==> src/rtl/router.sv <==
// Four-port packet router. Each input keeps a one-packet buffer, and each
// output runs a round-robin-arbitrated transmit FSM. Packets are 4 bytes long.
module router #(
    parameter int NPORTS = 4
) (
    input  logic              clock,
    input  logic              reset_b,
    output logic [NPORTS-1:0] free_outbound,
    input  logic [NPORTS-1:0] put_outbound,
    input  logic [7:0]        payload_outbound [NPORTS],
    input  logic [NPORTS-1:0] free_inbound,
    output logic [NPORTS-1:0] put_inbound,
    output logic [7:0]        payload_inbound [NPORTS]
);
    typedef enum logic [1:0] {EMPTY, RECV, FULL} in_state_t;
    typedef enum logic {IDLE, SEND} out_state_t;

    in_state_t         in_state  [NPORTS];
    logic [2:0]        in_cnt    [NPORTS];
    logic [7:0]        pkt_buf   [NPORTS][4];
    out_state_t        out_state [NPORTS];
    logic [1:0]        out_cnt   [NPORTS];
    logic [1:0]        out_src   [NPORTS];
    logic [1:0]        rr_ptr    [NPORTS];
    logic [1:0]        grant_idx [NPORTS];
    logic [NPORTS-1:0] in_busy;
    logic [NPORTS-1:0] in_release;
    logic [NPORTS-1:0] grant_go;

    function automatic logic [1:0] rr_idx(input logic [1:0] ptr, input int step);
        return ptr + 2'(step);
    endfunction

    // NOTE: state registers use non-blocking assignments so every port's next
    // state is computed from the same pre-edge values, independent of loop order.
    always_ff @(posedge clock or negedge reset_b) begin
        if (!reset_b) begin
            for (int i = 0; i < NPORTS; i++) begin
                in_state[i] <= EMPTY;
                in_cnt[i]   <= '0;
            end
        end else begin
            for (int i = 0; i < NPORTS; i++) begin
                case (in_state[i])
                    EMPTY: if (put_outbound[i]) begin
                        in_state[i] <= RECV;
                        in_cnt[i]   <= 3'd1;
                    end
                    RECV: if (put_outbound[i]) begin
                        in_cnt[i] <= in_cnt[i] + 3'd1;
                        if (in_cnt[i] == 3'd3) in_state[i] <= FULL;
                    end else begin
                        in_state[i] <= EMPTY;
                        in_cnt[i]   <= '0;
                    end
                    FULL: if (in_release[i]) begin
                        in_state[i] <= EMPTY;
                        in_cnt[i]   <= '0;
                    end
                    default: begin
                        in_state[i] <= EMPTY;
                        in_cnt[i]   <= '0;
                    end
                endcase
            end
        end
    end

    // NOTE: the packet buffer only holds data. Validity is tracked by in_state,
    // so the buffer needs no reset and maps onto plain storage.
    always_ff @(posedge clock) begin
        for (int i = 0; i < NPORTS; i++) begin
            if (put_outbound[i] && (in_state[i] == EMPTY || in_state[i] == RECV))
                pkt_buf[i][in_cnt[i][1:0]] <= payload_outbound[i];
        end
    end

    always_ff @(posedge clock or negedge reset_b) begin
        if (!reset_b) begin
            for (int k = 0; k < NPORTS; k++) begin
                out_state[k] <= IDLE;
                out_cnt[k]   <= '0;
                out_src[k]   <= '0;
                rr_ptr[k]    <= '0;
            end
        end else begin
            for (int k = 0; k < NPORTS; k++) begin
                if (out_state[k] == IDLE) begin
                    if (grant_go[k]) begin
                        out_state[k] <= SEND;
                        out_cnt[k]   <= 2'd1;
                        out_src[k]   <= grant_idx[k];
                    end
                end else if (out_cnt[k] == 2'd3) begin
                    out_state[k] <= IDLE;
                    out_cnt[k]   <= '0;
                    rr_ptr[k]    <= out_src[k] + 2'd1;
                end else begin
                    out_cnt[k] <= out_cnt[k] + 2'd1;
                end
            end
        end
    end

    // NOTE: every signal driven here gets a default before any conditional
    // assignment, so no path holds an old value and no latch is inferred.
    always_comb begin
        in_busy    = '0;
        in_release = '0;
        for (int k = 0; k < NPORTS; k++) begin
            if (out_state[k] == SEND) begin
                in_busy[out_src[k]] = 1'b1;
                if (out_cnt[k] == 2'd3) in_release[out_src[k]] = 1'b1;
            end
        end
        for (int k = 0; k < NPORTS; k++) begin
            grant_go[k]  = 1'b0;
            grant_idx[k] = '0;
            for (int j = 0; j < NPORTS; j++) begin
                if (!grant_go[k] && in_state[rr_idx(rr_ptr[k], j)] == FULL &&
                    !in_busy[rr_idx(rr_ptr[k], j)] &&
                    pkt_buf[rr_idx(rr_ptr[k], j)][0][1:0] == 2'(k)) begin
                    grant_go[k]  = 1'b1;
                    grant_idx[k] = rr_idx(rr_ptr[k], j);
                end
            end
            if (out_state[k] != IDLE || !free_inbound[k]) grant_go[k] = 1'b0;
        end
    end

    // Byte0 leaves in the grant cycle itself, so the IDLE path is combinational.
    always_comb begin
        for (int k = 0; k < NPORTS; k++) begin
            put_inbound[k]     = 1'b0;
            payload_inbound[k] = '0;
            if (out_state[k] == SEND) begin
                put_inbound[k]     = 1'b1;
                payload_inbound[k] = pkt_buf[out_src[k]][out_cnt[k]];
            end else if (grant_go[k]) begin
                put_inbound[k]     = 1'b1;
                payload_inbound[k] = pkt_buf[grant_idx[k]][0];
            end
        end
    end

    always_comb begin
        for (int i = 0; i < NPORTS; i++) free_outbound[i] = (in_state[i] == EMPTY);
    end
endmodule

==> config.mk <==
export PLATFORM = sky130hd
export DESIGN_NAME = router
export DESIGN_NICKNAME = d
export VERILOG_FILES = /design/src/rtl/router.sv
export SDC_FILE = /design/constraint.sdc
export NUM_CORES = 1
export LEC_CHECK = 0
export CAP_MARGIN = 20
export CORE_ASPECT_RATIO = 1.5
export CORE_MARGIN = 2
export CORE_UTILIZATION = 40
export CTS_CLUSTER_DIAMETER = 40
export DETAILED_ROUTE_END_ITERATION = 12
export PLACE_DENSITY = 0.57
export SYNTH_ARGS = -nofsm -noshare
export SYNTH_HDL_FRONTEND = slang
export SYNTH_SLANG_ARGS = --single-unit
==> constraint.sdc <==
create_clock -name clock -period 9.4 [get_ports clock]
set_input_delay 2.82 -clock clock [delete_from_list [all_inputs] [get_ports clock]]
set_output_delay 2.82 -clock clock [all_outputs]
set_load 0.01 [all_outputs]
==> out/qor.yml <==
outcome: "finished clean"
finalSetupViolations: 0
cts_resized: 0
relSlewSlack: 0.225
ys_ff_latch: 176
r2r_start: "out_src[3]"
post_dp_cell_area_um2: 13200
final_cell_mix: "mux4_2 (160), edfxtp_1 (128), clkdlybuf4s50_1 (80)"
cp_data_required_time_ns: 6.58
critical_path_peak_fanout: 6
leakagePower_nw: 4.89
layout_commonest_cell: "mux4_2"
multi_input_area_um2: 6600
rows: 77
fin_setup_tns_ns: 0
n_fill_cell: 2590
fmax_mhz: 121
cap_violations: 0
synth-edff-count: 128
via_count: 8315
synth_cells: 840
vias_per_cell: 6.41
avgSynthCellArea_um2: 14.4
cts_buffer_depth: 2
hold_path.class: "reg -> reg"
ys.flop_type: "edfxtp_1"
die-area_um2: 31600
yosysWarnings: 0
drc_errors: 0
grt_max_degree: 49
cp-start-kind: "primary input"
r2r_end: "out_src[1]"
p_per_area_nw_per_um2: 272
crit_family: "buffers and inverters"
syn_area_um2: 12100
drt_iter0_drc: 819
port_buffers: 81
syn2layout_area_growth_pct: 14.1
nets: 971
synth_nets: 922
finalHoldViolations: 0
crit_cells: 6
final.min_clock_period_ns: 8.25
endpoint: "payload_inbound[30]"
gp_congestion: 0.910
synth_cell_type_count: 69
cts-root-buf: "clkbuf_16"
fin_area_um2: 13800
cts.htree.levels: 4
finClkSkew_ns: 0.00891
path_buf_inv: 3
fin_util: 0.465
reg2reg_slack_ns: 5.55
yosysSeqAreaShare: 0.418
numCtsBuffers: 17
grt_overflow_total: 0
min_period_over_period: 0.878
num_antenna_cells: 0
cts_sinks: 176
holdBufCountCts: 0
postLayoutSetupSlackWorst_ns: 1.15
cts_setup_buffers: 0
worst_path_most_repeated_cell: "clkdlybuf4s50_1"
critical_path_class: "in -> out"
grt_pass1_wl_um: 57300
clk_transition_reported_paths_ns: 0.07
io_pins: 82
die_h_um: 217
seqCellArea_um2: 5050
path_cells: "clkdlybuf4s50_1, inv_1, a311oi_1, nand2_1, o221ai_1, clkdlybuf4s50_1"
crit_path_start: "free_inbound[0]"
critPathMaxStageDelay_ns: 0.61
wl_per_cell_um: 29.5
dp_worst_setup_slack_ns: 1.21
start_util: 0.408
cts_tree: "yes"
cp-end-kind: "output port"
track_usage: 0.251
drv_slew: 0
dp_hpwl_um: 27200
wirelength_um: 38300
crit_arrival_ns: 5.43
core_um2: 29600
slowest_stage: "clkdlybuf4s50_1"
drive_gt1_frac: 0.254
drtAntennaViolNets: 0
peakVddDrop_v: 0.000138
die_width_um: 146
dr.pass1.iters: 5
antenna_found_initial: 0
async_reset_ff_frac: 0.273
reg2reg_depth: 7
rsz0062_at_grt: "false"
tightest_slew_ns: 1.16
grt_pass1_vias: 8529
insertion_delay_ns: 0.46
==> layout make-up <==
cell class	instances	share of cell area
multi-input cells	563	0.479
inverters	37	0.0101
flip-flops and latches	176	0.367
clock inverters	12	0.00718
repair buffers	94	0.0662
clock buffers	20	0.0347
well taps	395	0.0359
==> per-stage QoR <==
stage,power [mW],instances,hold slack (ns)
after floorplan,2.45,840,0.465
after global placement,3.05,1264,0.488
after detailed placement,3.06,1264,0.496
after CTS,3.77,1296,0.517
after global routing,3.94,1297,0.541
final,3.75,1297,0.512
==> registers in the layout (all words and copies together), names as in the netlist <==
| register | cells |
|---|---|
| in_cnt | 12 |
| in_state | 8 |
| out_cnt | 8 |
| out_src | 8 |
| out_state | 4 |
| pkt_buf | 128 |
| rr_ptr | 8 |
==> worst min path at each step <==
stage	from	to	cells after the start
final	in_cnt[11]	in_cnt[11]	2
after global routing	in_cnt[11]	in_cnt[11]	2
after CTS	in_cnt[11]	in_cnt[11]	2
after detailed placement	in_cnt[11]	in_cnt[11]	2
after global placement	in_cnt[11]	in_cnt[11]	2
after floorplan	in_cnt[11]	in_cnt[11]	2
==> synthesized netlist by cell type (2+ instances only) <==
| cell type | n | area, um^2 |
|---|---|---|
| buf_6 | 4 | 45.0 |
| nand3_1 | 21 | 105 |
| nor4_2 | 2 | 25.0 |
| o21a_1 | 4 | 30.0 |
| inv_1 | 37 | 139 |
| nor3_1 | 4 | 20.0 |
| nand2_1 | 63 | 236 |
| and4_1 | 7 | 61.3 |
| and3_1 | 2 | 12.5 |
| ha_1 | 40 | 500 |
| a211oi_1 | 2 | 15.0 |
| o21ai_0 | 19 | 95.1 |
| buf_2 | 10 | 50.1 |
| o221ai_1 | 24 | 210 |
| o31a_1 | 2 | 17.5 |
| a21o_1 | 6 | 45.0 |
| a31oi_1 | 2 | 12.5 |
| a31o_2 | 4 | 35.0 |
| edfxtp_1 | 128 | 3840 |
| nand2b_1 | 8 | 50.1 |
| a22o_1 | 5 | 43.8 |
| buf_1 | 15 | 56.3 |
| nor2_1 | 21 | 78.8 |
| nor2b_1 | 13 | 81.3 |
| dfrtp_1 | 48 | 1200 |
| a222oi_1 | 2 | 20.0 |
| o22a_1 | 2 | 17.5 |
| mux2_2 | 5 | 56.3 |
| and2_1 | 22 | 138 |
| o22ai_1 | 4 | 25.0 |
| clkbuf_1 | 34 | 128 |
| a22oi_1 | 4 | 30.0 |
| or3_1 | 2 | 12.5 |
| a311o_1 | 2 | 20.0 |
| o31ai_1 | 3 | 22.5 |
| mux4_2 | 160 | 3600 |
| nand4_1 | 11 | 68.8 |
| a32o_1 | 2 | 20.0 |
| a21oi_1 | 12 | 60.1 |
| a21boi_0 | 4 | 30.0 |
| mux2i_1 | 52 | 521 |
==> tightest hold or removal path, cell delays in order (launching register included) <==
cell,delay [ns]
dfrtp_1,0.35
o21ai_0,0.08
nand2_1,0.06
==> metal layers <==
layer | part of all wire | global-route usage
met2 | 0.51 | 0.422
met5 | 0 | 0
met1 | 0.39 | 0.317
met3 | 0.064 | 0.0427
met4 | 0.045 | 0.120
==> where the power goes <==
group          total, mW  internal (mW)  leakage [nW]  switching [mW]
registers           1.33           1.01          1.78           0.325
logic               1.71          0.919          2.83           0.789
clock network      0.708          0.373         0.280           0.335
total               3.75           2.30          4.89            1.45
==> cell families after synthesis <==
| group | share of synthesized area |
|---|---|
| adder cells (fa/ha/maj) | 0.0415 |
| AO/OA/AOI/OAI | 0.0811 |
| buffers and inverters | 0.0353 |
| multiplexers | 0.346 |
| AND/OR/NAND/NOR | 0.0776 |
| flip-flops | 0.418 |
Note: power is estimated with default switching activity, not from simulation.
